`config.mk`:
```
export PLATFORM = sky130hd
export DESIGN_NAME = eth_fifo_arbiter
export DESIGN_NICKNAME = d
export VERILOG_FILES = /design/src/rtl/eth_arb_pkg.sv /design/src/rtl/rr_arbiter.sv /design/src/rtl/eth_fifo_arbiter.sv
export SDC_FILE = /design/constraint.sdc
export NUM_CORES = 1
export LEC_CHECK = 0
export BUFFER_PORTS_ARGS = -buffer_cell sky130_fd_sc_hd__buf_2
export CORE_AREA = 10 10 139 141
export CTS_CLUSTER_DIAMETER = 80
export DETAILED_ROUTE_END_ITERATION = 16
export DIE_AREA = 0 0 149 151
export GPL_TIMING_DRIVEN = 0
export HOLD_SLACK_MARGIN = 0.03
export PLACE_DENSITY = 0.73
export SETUP_SLACK_MARGIN = 0.15
export SYNTH_ARGS = -nofsm -noshare
export SYNTH_HDL_FRONTEND = slang
export SYNTH_SLANG_ARGS = --single-unit
export TNS_END_PERCENT = 50
```
`constraint.sdc`:
```
create_clock -name csi_clk -period 4.3 [get_ports csi_clk]
set_input_delay 0.215 -clock csi_clk [delete_from_list [all_inputs] [get_ports csi_clk]]
set_output_delay 0.215 -clock csi_clk [all_outputs]
set_load 0.02 [all_outputs]
```
`src/rtl/eth_arb_pkg.sv`:
```
// Shared types and helpers for the Ethernet FIFO arbiter and its round-robin picker.
package eth_arb_pkg;

   typedef enum logic [0:0] {
      ST_IDLE = 1'b0,
      ST_SEND = 1'b1
   } arb_state_e;

   localparam int N_SRC_DEF   = 4;
   localparam int MAX_PKT_DEF = 256;
   localparam int IDX_W_DEF   = $clog2(N_SRC_DEF);
   localparam int BEAT_W_DEF  = $clog2(MAX_PKT_DEF + 1);

   function automatic int unsigned min_len(input int unsigned usedw, input int unsigned max_len);
      return (usedw < max_len) ? usedw : max_len;
   endfunction

endpackage

```
`src/rtl/rr_arbiter.sv`:
```
// Combinational round-robin picker: first request after last_grant, with wrap-around.
module rr_arbiter
   import eth_arb_pkg::*;
#(
   parameter int N_REQ = N_SRC_DEF,
   parameter int IDX_W = IDX_W_DEF
) (
   input  logic [N_REQ-1:0] req,
   input  logic [IDX_W-1:0] last_grant,
   output logic [N_REQ-1:0] grant,
   output logic [IDX_W-1:0] grant_idx,
   output logic             grant_valid
);

   int               idx_i;
   logic [IDX_W-1:0] idx;

   always_comb begin
      grant       = '0;
      grant_idx   = '0;
      grant_valid = 1'b0;
      idx_i       = 0;
      idx         = '0;
      for (int k = 1; k <= N_REQ; k++) begin
         idx_i = (int'(last_grant) + k) % N_REQ;
         idx   = IDX_W'(idx_i);
         if (!grant_valid && req[idx]) begin
            grant[idx]  = 1'b1;
            grant_idx   = idx;
            grant_valid = 1'b1;
         end
      end
   end

endmodule

```
`src/rtl/eth_fifo_arbiter.sv`:
```
// Round-robin scheduler draining show-ahead source FIFOs as framed packets onto one
// Avalon-ST source. Sources request when full or after sitting on data too long.
//
// state   | meaning
// ST_IDLE | no packet open; pick next requester, latch its packet length
// ST_SEND | streaming beats from sel_q until the eop beat is accepted
module eth_fifo_arbiter
   import eth_arb_pkg::*;
#(
   parameter int N_SRC         = N_SRC_DEF,
   parameter int DATA_W        = 64,
   parameter int USEDW_W       = 9,
   parameter int MAX_PKT       = MAX_PKT_DEF,
   parameter int FLUSH_TIMEOUT = 1024
) (
   input  logic                        csi_clk,
   input  logic                        rsi_reset,
   input  logic [N_SRC*DATA_W-1:0]     fifo_data,
   input  logic [N_SRC*USEDW_W-1:0]    fifo_usedw,
   input  logic [N_SRC-1:0]            fifo_empty,
   input  logic [N_SRC-1:0]            fifo_full,
   output logic [N_SRC-1:0]            fifo_read,
   input  logic                        asi_ready,
   output logic                        asi_valid,
   output logic [DATA_W-1:0]           asi_data,
   output logic                        asi_startofpacket,
   output logic                        asi_endofpacket,
   output logic [$clog2(N_SRC)-1:0]    asi_channel,
   output logic                        grant_active
);

   localparam int IDX_W  = $clog2(N_SRC);
   localparam int BEAT_W = $clog2(MAX_PKT + 1);
   localparam int TO_W   = (FLUSH_TIMEOUT > 0) ? $clog2(FLUSH_TIMEOUT + 1) : 1;

   arb_state_e         state_q;
   logic [IDX_W-1:0]   sel_q;
   logic [IDX_W-1:0]   last_grant_q;
   logic [BEAT_W-1:0]  len_q;
   logic [BEAT_W-1:0]  beat_q;
   logic [BEAT_W-1:0]  len_d;

   logic [N_SRC-1:0]   pend;
   logic [N_SRC-1:0]   req;
   logic [N_SRC-1:0]   arb_grant;
   logic [IDX_W-1:0]   arb_idx;
   logic               arb_valid;
   logic [N_SRC-1:0]   served;
   logic [N_SRC-1:0]   in_service;

   logic [USEDW_W-1:0] cand_usedw;
   logic [DATA_W-1:0]  sel_data;
   logic               pick;
   logic               beat_acc;
   logic               last_beat;

   assign req = fifo_full | pend;

   rr_arbiter #(
      .N_REQ (N_SRC),
      .IDX_W (IDX_W)
   ) u_rr_arbiter (
      .req         (req),
      .last_grant  (last_grant_q),
      .grant       (arb_grant),
      .grant_idx   (arb_idx),
      .grant_valid (arb_valid)
   );

   always_comb begin
      cand_usedw = '0;
      sel_data   = '0;
      for (int i = 0; i < N_SRC; i++) begin
         if (arb_idx == IDX_W'(i)) cand_usedw = fifo_usedw[i*USEDW_W +: USEDW_W];
         if (sel_q == IDX_W'(i))   sel_data   = fifo_data[i*DATA_W +: DATA_W];
      end
   end

   assign pick      = (state_q == ST_IDLE) && arb_valid;
   assign len_d     = BEAT_W'(min_len(32'(cand_usedw), 32'(MAX_PKT)));
   assign asi_valid = (state_q == ST_SEND);
   assign beat_acc  = asi_valid && asi_ready;
   assign last_beat = (beat_q == len_q - 1'b1);

   always_comb begin
      served     = '0;
      in_service = '0;
      fifo_read  = '0;
      for (int i = 0; i < N_SRC; i++) begin
         served[i]     = pick && arb_grant[i];
         in_service[i] = served[i] || (asi_valid && (sel_q == IDX_W'(i)));
         fifo_read[i]  = beat_acc && (sel_q == IDX_W'(i));
      end
   end

   assign asi_data          = asi_valid ? sel_data : '0;
   assign asi_channel       = asi_valid ? sel_q : '0;
   assign asi_startofpacket = asi_valid && (beat_q == '0);
   assign asi_endofpacket   = asi_valid && last_beat;
   assign grant_active      = asi_valid;

   // Flush timers: a source sitting on data unserved eventually forces a request.
   if (FLUSH_TIMEOUT > 0) begin : g_to
      for (genvar i = 0; i < N_SRC; i++) begin : g_src
         logic [TO_W-1:0] cnt_q;
         logic            pend_q;

         always_ff @(posedge csi_clk) begin
            if (rsi_reset) begin
               cnt_q  <= '0;
               pend_q <= 1'b0;
            end else begin
               if (fifo_empty[i] || in_service[i]) begin
                  cnt_q <= '0;
               end else if (cnt_q != TO_W'(FLUSH_TIMEOUT)) begin
                  cnt_q <= cnt_q + 1'b1;
               end

               if (served[i]) begin
                  pend_q <= 1'b0;
               end else if (!fifo_empty[i] && !in_service[i] &&
                            (cnt_q == TO_W'(FLUSH_TIMEOUT - 1))) begin
                  pend_q <= 1'b1;
               end
            end
         end

         assign pend[i] = pend_q;
      end
   end else begin : g_no_to
      assign pend = '0;
   end

   always_ff @(posedge csi_clk) begin
      if (rsi_reset) begin
         state_q      <= ST_IDLE;
         sel_q        <= '0;
         last_grant_q <= IDX_W'(N_SRC - 1);
         len_q        <= '0;
         beat_q       <= '0;
      end else begin
         case (state_q)
            ST_IDLE: begin
               if (arb_valid) begin
                  if (cand_usedw != '0) begin
                     sel_q   <= arb_idx;
                     len_q   <= len_d;
                     beat_q  <= '0;
                     state_q <= ST_SEND;
                  end else begin
                     // Nothing to send: move the pointer so a stuck source cannot starve others.
                     last_grant_q <= arb_idx;
                  end
               end
            end
            ST_SEND: begin
               if (beat_acc) begin
                  beat_q <= beat_q + 1'b1;
                  if (last_beat) begin
                     last_grant_q <= sel_q;
                     state_q      <= ST_IDLE;
                  end
               end
            end
            default: state_q <= ST_IDLE;
         endcase
      end
   end

   a_no_underflow: assert property (@(posedge csi_clk) disable iff (rsi_reset)
      (state_q == ST_SEND) |-> !fifo_empty[sel_q]);

endmodule
```
Word-level counts from Yosys, hierarchy flattened. Index checks and enable logic that the tools add are counted.

Equal/unequal tests: 20. Magnitude comparators: 9. Reduce and logical (&&, ||, !) cells: 65. Bitwise operators: 5. Multiplexer cells: 53. Add/subtract/negate cells: 10.

Operators by type and width (count): 64-bit two-way mux (5); 9-bit two-way mux (8); 11-bit by 1-bit adder with 11-bit output (second input constant) (4); 11-bit by 10-bit == test with 1-bit output (second input constant) (4); 11-bit != test (second input constant) (4); 1-bit logical AND (31); 2-bit two-way mux (9); 9-bit one-hot mux with 2 select lines (1); 1-bit two-way mux (16); 4-bit two-way mux (4); 4-bit OR (4); 2-bit OR reduction (8); 2-bit by 3-bit < comparator with 1-bit output (second input constant) (4); 1-bit zero test (11); 9-bit by 1-bit adder with 9-bit output (second input constant) (1); 9-bit == test (1); 9-bit zero test (1); 9-bit < comparator (second input constant) (1); 9-bit nonzero test (1); 9-bit by 1-bit subtractor with 9-bit output (second input constant) (1); 1-bit binary-select mux with 2-bit select (4); 1-bit demux with 2-bit select (4); 2-bit == test (second input constant) (4); 2-bit by 1-bit greater-or-equal comparator with 1-bit output (second input constant) (4); 12 further kinds (27).

Register bits: 71. Output and inout port bits: 74. Bits of input ports: 303.

Depth between registers and ports, before layout. Gate-level depths: netlist (run 1).

Depth in word-level cells: 22. Gate-level depth with buffers: 12. Mapped depth without buffers: 10.

Modules after synthesis. A second synthesis (run 1) with hierarchy kept.

Cell total of the unflattened synthesis: 685. Area total of the unflattened synthesis: 6362.4 um^2.

Modules (own cells, without submodules): eth_fifo_arbiter (sequential area each 1421.4 um^2, cells an instance 599, instances 1, area each 5733.0 um^2); rr_arbiter (sequential area each 0.0 um^2, cells an instance 86, instances 1, area each 629.4 um^2).

Worst setup path after synthesis (run 1). OpenSTA, ideal clock, no wires.

Path type: register to register. From: register last_grant_q[1]. To: register g_to.g_src[0].cnt_q[8]. Cell stages (with the launch flop): 13. Library setup time: 0.073 ns. Data arrival time: 2.966 ns. Path buffers: 2. Path slack: 1.261 ns. Path through: dfxtp_1 clkbuf_8 inv_1 ha_1 and4bb_2 nor4_4 nor2b_4 a222oi_1 a21boi_2 o21ai_2 or3_4 buf_6 nor3_2.

Longest elaborated chain between the ends: 18.

RTL lines: start, declared (RTL line eth_fifo_arbiter.sv:38) `logic [IDX_W-1:0] last_grant_q;`; start signal, assigned (RTL line eth_fifo_arbiter.sv:138) `last_grant_q <= IDX_W'(N_SRC - 1);`; start signal, assigned (RTL line eth_fifo_arbiter.sv:152) `last_grant_q <= arb_idx;`; start signal, assigned (RTL line eth_fifo_arbiter.sv:160) `last_grant_q <= sel_q;`; parallel branches: the longest is 14 deep, another holds 2-bit by 3-bit < comparator with 1-bit output; 1-bit logical AND * (RTL line eth_fifo_arbiter.sv:90) `served[i] = pick && arb_grant[i];`; 1-bit logical OR * (RTL line eth_fifo_arbiter.sv:91) `in_service[i] = served[i] || (asi_valid && (sel_q == IDX_W'(i)));`; 1-bit logical OR * (RTL line eth_fifo_arbiter.sv:113) `if (fifo_empty[i] || in_service[i]) begin`; 2-bit OR reduction (no line) *; end signal, assigned (RTL line eth_fifo_arbiter.sv:116) `cnt_q <= cnt_q + 1'b1;`; end, declared (RTL line eth_fifo_arbiter.sv:105) `logic [TO_W-1:0] cnt_q;`.

Every way passes the cells marked *. The select of a mux whose other input is x is not followed. A chain may end at the register's enable or synchronous reset.

Worst setup path in the final report (run 1).
From: register last_grant_q[1]. To: register len_q[7].

Longest elaborated chain between the ends: 20.

RTL lines: 2-bit by 1-bit adder with 2-bit output (RTL line rr_arbiter.sv:25) `idx_i = (int'(last_grant) + k) % N_REQ;`; 1-bit binary-select mux with 2-bit select (RTL line rr_arbiter.sv:27) `if (!grant_valid && req[idx]) begin`; 1-bit two-way mux (implied by the code) (RTL line rr_arbiter.sv:27); 1-bit two-way mux (RTL line rr_arbiter.sv:27); 1-bit zero test (RTL line rr_arbiter.sv:27); 1-bit logical AND (RTL line rr_arbiter.sv:27); 1-bit two-way mux (RTL line rr_arbiter.sv:27); 1-bit zero test (RTL line rr_arbiter.sv:27); 1-bit logical AND (RTL line rr_arbiter.sv:27); 1-bit two-way mux (RTL line rr_arbiter.sv:27); 1-bit zero test (RTL line rr_arbiter.sv:27); 1-bit logical AND (RTL line rr_arbiter.sv:27); 2-bit two-way mux (RTL line rr_arbiter.sv:27); 2-bit zero test (RTL line eth_fifo_arbiter.sv:74) `if (arb_idx == IDX_W'(i)) cand_usedw = fifo_usedw[i*USEDW_W +: USEDW_W];`; 9-bit two-way mux (4 in series) (RTL line eth_fifo_arbiter.sv:74); 9-bit < comparator / 9-bit nonzero test (equally long branches) (RTL line eth_arb_pkg.sv:15, eth_fifo_arbiter.sv:145); 9-bit two-way mux / 3-bit AND reduction (equally long branches); end signal, assigned (RTL line eth_fifo_arbiter.sv:147) `len_q <= len_d;`; end, declared (RTL line eth_fifo_arbiter.sv:39) `logic [BEAT_W-1:0] len_q;`.

Several ways; a longest one is shown, not always the timed one. The select of a mux whose other input is x is not followed.

==> results of run 1 <==
-- where the power goes --
part,internal [mW],switching (mW)
clock network,0.458,0.281
logic,0.355,0.396
registers,0.671,0.0166
total,1.48,0.693
-- cell usage after synthesis (all sizes together) (3+ instances only) --
| library cell | number | area (um2) |
|---|---|---|
| nand3 | 29 | 145 |
| nor3b | 8 | 70.1 |
| o31ai | 3 | 36.3 |
| xnor2 | 19 | 166 |
| nor2 | 68 | 258 |
| nand2 | 25 | 93.8 |
| o2111ai | 6 | 52.6 |
| or3 | 5 | 36.3 |
| mux2 | 3 | 33.8 |
| dfxtp | 71 | 1420 |
| a31oi | 4 | 25.0 |
| inv | 20 | 75.1 |
| a21o | 4 | 30.0 |
| mux2i | 22 | 220 |
| ha | 19 | 238 |
| xor2 | 34 | 298 |
| and3 | 19 | 119 |
| o21a | 4 | 31.3 |
| or4 | 9 | 67.6 |
| nand4b | 3 | 26.3 |
| clkbuf | 22 | 92.6 |
| or2 | 4 | 25.0 |
| and2 | 68 | 425 |
| a21boi | 3 | 26.3 |
| o21ai | 21 | 109 |
| a222oi | 3 | 30.0 |
| nand4 | 13 | 81.3 |
| a21oi | 25 | 129 |
| mux4 | 65 | 1460 |
| nor4b | 6 | 52.6 |
| buf | 22 | 136 |
| nor4 | 18 | 128 |
| o211ai | 4 | 35.0 |
| nor3 | 23 | 125 |
-- metrics by stage --
step | total power [mW] | area [um2]
5_1_grt | 2.26 | 8960
6_report | 2.18 | 8990
2_1_floorplan | 1.13 | 6520
4_1_cts | 2.18 | 8960
3_3_place_gp | 1.44 | 8680
3_5_place_dp | 1.45 | 8680
-- cell families (layout without fill, tap and decap cells) --
logic type / count (synthesis) / count (layout) / share of synthesized area
buffers and inverters: 64 / 454 / 0.0466
xor gates and xnor gates: 53 / 53 / 0.0712
adders and majority gates: 19 / 19 / 0.0365
other: 0 / 11 / 0
muxes: 90 / 90 / 0.264
DFF: 71 / 71 / 0.218
AOI/OAI and AO/OA: 93 / 93 / 0.100
and+or+nand+nor: 305 / 305 / 0.264
-- registers in the layout, indices dropped and copies added, names as in the netlist --
signal	cells
last_grant_q	2
g_to.g_src.pend_q	4
asi_valid	1
len_q	9
beat_q	9
g_to.g_src.cnt_q	44
sel_q	2
-- worst max-delay path, delay by kind of cell, from the launching register on --
kind	cells	cell delay, ps
compound gates	4	910
fa+ha+maj	1	400
buf+inv	3	820
flops	1	510
simple gates	3	900
-- final timing paths --
check                  startpoint                endpoint  slack [ps]  cells past startpoint
setup reg to reg  last_grant_q[1]                len_q[7]         620                     11
setup / recovery  last_grant_q[1]                len_q[7]         620                     11
hold / removal      fifo_empty[1]  g_to.g_src[1].cnt_q[8]         150                      4
hold reg to reg          len_q[8]                len_q[8]         520                      2
-- layout make-up --
cell class | count | share of cell area
repair buffers | 376 | 0.209
inverters | 20 | 0.00835
flip-flops and latches | 71 | 0.158
plain buffers | 44 | 0.0255
clock inverters | 3 | 0.00501
clock buffers | 11 | 0.0270
diodes | 11 | 0.00306
multi-input cells | 560 | 0.533
well taps | 220 | 0.0306
-- per-layer routing --
layer  part of all wire  up-vias  GRT usage
met2               0.42      433      0.399
met1               0.40     3609      0.355
met4              0.015       30     0.0481
met5             0.0058        -          0
met3               0.16       64      0.169
li1                   -     3410          -
==> key figures, run 1 <==
STA
  – Min Hold Slack: 148 ps
  – Fin. Hold Viols: 0
  – Setup violators final: 0
  – Worst Max-Slew Pin Slew: slightly above 1000 ps
  – Fin crit share: 0.856
  – Crit path time final: 3680 ps
  – Slew Limit Fails: 0
  – Slew HR: 0.320
  – Slack of the critical path: 620 ps
  – Clock skew: 6.65 ps
  – RSZ-0062 raised after global routing: no
  – TNS Setup: 0 ps
  – Achievable frequency: 0.272 GHz

Floorplanning
  – DIE AREA: between 20000 and 25000 um2
  – Die height: 151 um
  – Number of placement rows: 47
  – Starting Density: 0.396
  – Core outline area: between 15000 and 20000 um2
  – Chip width: 149 um
  – I/O pin count: approximately 380

Critical path
  – Crit path kind: flip-flop to flip-flop
  – Crit end category: flip-flop
  – Crit path launch type: flip-flop
  – CP Cell Sequence: clkbuf_8, inv_1, ha_1, and4bb_2, nor4_4, o32a_1, o31a_2, clkbuf_1, nor2_1, o2111ai_1, a21oi_1
  – Worst Path Max Fanout: 10
  – Critical Path AT: 3890 ps
  – WP data required: 4510 ps
  – Slowest-stage cell, CP: dfxtp_1
  – Max incr delay on CP: 510 ps

Routing
  – Post-DRT Antenna Nets: 0
  – Via count: 7546
  – DR WL/cell: about 26 um
  – Pre-Repair DR Iteration Count: 6
  – # DRC: 0
  – 1st-iter DRT viols: 609
  – Post-Route WL: 33.8 mm
  – Via density per instance: 5.73

Clock network
  – Post-cts gate resize count: 0
  – CTS buffer count: 9
  – Clock sinks: 71
  – Root buf cell: clkbuf_16
  – # H-tree levels: 3
  – Later-pin clock latency in the skew report: 340 ps
  – CTS clk-pin slew, worst paths: 60 ps
  – Post-CTS Setup Bufs: 0
  – Clock tree from TritonCTS: done
  – Clock Tree Buf Depth: 2
  – Hold_buf cts: 0

Logic synthesis
  – Async SR Flop Fraction: 0
  – Register area share after synthesis: 0.218
  – Mean cell area of the mapped netlist: 9.38 um2
  – Synthesized instance count: roughly 700
  – Post-synth EDFFs: 0
  – Post-synth cell types: 71
  – Synth warnings: 0
  – Yosys reg bits: 71
  – Mapped Area: around 6500 um2
  – Synth Flop Type: dfxtp_1
  – Syn Nets: between 1k and 1.5k

Place
  – DP Wirelength: around 30 mm
  – Place WS: 739 ps
  – Placed Instances: between 1k and 1.5k
  – Port Buffer Count: 376
  – Final Wtd Congestion: approximately 1.0

Min path
  – Min-delay worst type: input port to flip-flop

Layout
  – Non-Filler Instances: 1316
  – Reg area: roughly 1400 um2
  – Number of nets in the layout: 1404
  – Fillers: between 1.5k and 2k
  – Commonest non-fill, non-tap cell in the layout: buf_2
  – Fin util: 0.546
  – Layout cell share with drive strength beyond 1: 0.455
  – Most frequent cells in the layout: buf_2, dfxtp_1, and2_1
  – Multi-input gate area: 4790 um2
  – Layout area overhead: 37.9%

Run
  – Max_cap viols: 0

Global routing
  – Global-route wire length before repair: 46.7 mm
  – Largest net degree at the start of global routing: 12
  – All-Layer GR Usage: 0.278
  – Vias in the first global route: 7223
  – Initial antenna violation count: 32
  – GRT overflow: 0

Status
  – Outcome: finished clean

Pwr
  – Total leakage power: between 3 and 4 nW
  – Maximum VDD drop: 0.000216 V
  – Pwr Density: 242 nW/um2
Power figures use the tool's default switching activity.
==> run 2: changes to the inputs <==
Settings changed: CORE_AREA 10 10 139 141 to 5 5 144 146, PLACE_DENSITY 0.73 to 0.64, SYNTH_HIERARCHICAL set to 1.
==> run 2 against run 1 <==
Total power decreased by 1.1%; via count shrank 7.7%; global-route usage fell by 3.5 points; sequential share of layout area grew 0.15 points; worst setup slack worse by 250 ps; sequential cell count is the same; critical path type unchanged; highest routed layer unchanged.
==> key figures, run 2 <==
Routing
  – Via density per instance: between 5 and 6
  – Pre-Repair DR Iteration Count: 5
  – DR WL/cell: 21.3 um
  – Via count: 6968
  – Post-Route WL: 28.6 mm
  – # DRC: 0
  – Post-DRT Antenna Nets: 0
  – 1st-iter DRT viols: 563

Logic synthesis
  – Largest family of logic cells by synthesized area: multiplexers
  – Post-Synth Simple-Gate Area: 0.261
  – Async SR Flop Fraction: 0
  – Register area share after synthesis: 0.223
  – Synth warnings: 6
  – Post-synthesis mux area share: 0.284
  – Most common cell in the netlist: mux4_2
  – Synthesized instance count: between 600 and 700
  – Post-Synth Adder-Cell Area: 0.0374
  – Post-synth EDFFs: 0
  – Top cell type by total area after synthesis: mux4_2
  – XOR/XNOR Fraction of Synth Area: 0.0675
  – Synth top area cells: mux4_2, dfxtp_1, and2_1
  – Synth top cells by count: mux4_2, dfxtp_1, nor2_1
  – Mapped Area: 6360 um2
  – Compound-gate portion of the synthesized area: 0.0765
  – Syn Nets: 1007
  – Post-synth cell types: 53
  – Yosys reg bits: 71
  – Mean cell area of the mapped netlist: 9.29 um2
  – Post-synth top area share: 0.262
  – Synth Flop Type: dfxtp_1

Layout
  – Commonest non-fill, non-tap cell in the layout: buf_2
  – Top flop regs: g_to.g_src.cnt_q: 44 flops, beat_q: 9 flops, len_q: 9 flops
  – Post-route cell area: 8940 um2
  – Layout area overhead: 40.5%
  – Max reg flops: 44
  – Layout cell share with drive strength beyond 1: 0.466
  – Most frequent cells in the layout: buf_2, mux4_2, nor2_1
  – Non-Filler Instances: 1346
  – Number of nets in the layout: between 1k and 1.5k
  – Top reg by flops: g_to.g_src.cnt_q

Critical path
  – Critical Path AT: 4200 ps
  – Critical R2R Launch: last_grant_q[1]
  – Crit end category: flip-flop
  – CP endpoint: len_q[2]
  – Worst Path Max Fanout: 11
  – Crit path kind: flip-flop to flip-flop
  – R2R setup slack: 370 ps
  – R2r endpoint: len_q[2]
  – Critical Path Source: last_grant_q[1]
  – Worst R2R Path Depth: 15
  – Crit path launch type: flip-flop
  – WP data required: 4570 ps

Global routing
  – Largest net degree at the start of global routing: 17
  – Global-route wire length before repair: approximately 41 mm
  – All-Layer GR Usage: 0.243
  – Vias in the first global route: 6936
  – Initial antenna violation count: 7
  – GRT overflow: 0

Clock network
  – CTS buffer count: 9
  – CTS clk-pin slew, worst paths: 60 ps
  – Clock Tree Buf Depth: 2
  – # H-tree levels: 3
  – Root buf cell: clkbuf_16
  – Later-pin clock latency in the skew report: 340 ps
  – Clock sinks: 71
  – Hold_buf cts: 0
  – Clock tree from TritonCTS: done

STA
  – Slack of the critical path: 370 ps
  – Fin. Hold Viols: 0
  – Achievable frequency: 0.254 GHz
  – Worst Max-Slew Pin Slew: 1060 ps
  – RSZ-0062 raised after global routing: no
  – Crit path time final: 3930 ps
  – Setup violators final: 0
  – Slew HR: 0.290
  – Clock skew: around 7.6 ps
  – TNS Setup: 0 ps
  – Fin crit share: 0.914
  – Slew Limit Fails: 0

Pwr
  – Pwr Density: 241 nW/um2
  – Maximum VDD drop: 0.000147 V
  – Total power draw: 2.16 mW
  – Total leakage power: 3.91 nW

Floorplanning
  – Chip width: 149 um
  – I/O pin count: 377
  – Core outline area: between 15000 and 20000 um2
  – DIE AREA: 22500 um2
  – Die height: 151 um
  – Number of placement rows: 51
  – Starting Density: 0.330

Min path
  – Min-delay worst type: input port to flip-flop
  – Hold Crit Start: fifo_empty[2]

Place
  – DP Wirelength: ~25 mm
  – Port Buffer Count: 375
  – Place WS: -550 ps
  – Placed Area: 8570 um2
  – Placed Instances: 1325
  – Final Wtd Congestion: between 0.9 and 1

Run
  – Max_cap viols: 0

Status
  – Outcome: finished clean
[run 2: worst max-delay path, stage by stage, from the launching register on]
cell and delay, ps:
dfxtp_2 470, inv_1 210, ha_1 340, buf_2 210, inv_1 170, nand2_1 110, o221ai_1 180, a221oi_4 350
buf_4 170, mux4_2 530, nor4_2 330, and4_4 280, or2b_4 160, buf_6 140, nand2_1 60, a21oi_1 130
[run 2: what timing repair did]
| item | 4_1_cts | 5_1_grt |
|---|---|---|
| setup buffers | 1 | 1 |
| endpoints found under the setup margin | 23 | 23 |
| pin swaps | 0 | 1 |
| cloned | 0 | 0 |
| resized for setup | 6 | 6 |
[run 2: per-layer routing]
metal | vias up | global-route usage | routed length, um
met5 | - | 0 | 41
met1 | 3362 | 0.332 | 12500
li1 | 3290 | - | -
met3 | 40 | 0.0685 | 2330
met2 | 270 | 0.375 | 13100
met4 | 6 | 0.0746 | 631
[run 2: cell families (layout without fill, tap and decap cells)]
group                    after synthesis  after routing
AND/OR/NAND/NOR                      313            313
XOR/XNOR                              49             49
AO/OA/AOI/OAI                         73             73
adder cells (fa/ha/maj)               19             19
other                                  0              4
buffers and inverters                 73            465
flip-flops                            71             71
multiplexers                          87             87
[run 2: final cells by class]
cell class              count  area [um2]
fillers                  2011       10300
plain buffers              46         224
inverters                  26        97.6
diodes                      4        10.0
clock buffers              13         270
clock inverters             3        40.0
repair buffers            377        1890
multi-input cells         541        4650
well taps                 265         332
flip-flops and latches     71        1430
[run 2: worst min-delay path by stage]
stage / to / slack, ps / cells after the start
5_1_grt: g_to.g_src[1].cnt_q[8] / 260 / 4
2_1_floorplan: g_to.g_src[1].pend_q / 410 / 2
4_1_cts: g_to.g_src[2].cnt_q[6] / 220 / 4
3_5_place_dp: g_to.g_src[1].pend_q / 440 / 2
6_report: g_to.g_src[2].cnt_q[6] / 230 / 4
3_3_place_gp: g_to.g_src[1].pend_q / 440 / 2
[run 2: stage by stage]
| step | utilization | hold slack [ps] |
|---|---|---|
| 2_1_floorplan | - | 412 |
| 3_3_place_gp | 0.445 | 440 |
| 3_5_place_dp | 0.445 | 444 |
| 4_1_cts | 0.462 | 220 |
| 5_1_grt | 0.464 | 263 |
| 6_report | 0.464 | 228 |
[run 2: power by group]
part / switching, mW / total [mW] / internal (mW)
clock: 0.284 / 0.779 / 0.495
sequential: 0.0183 / 0.689 / 0.670
combinational: 0.352 / 0.688 / 0.335
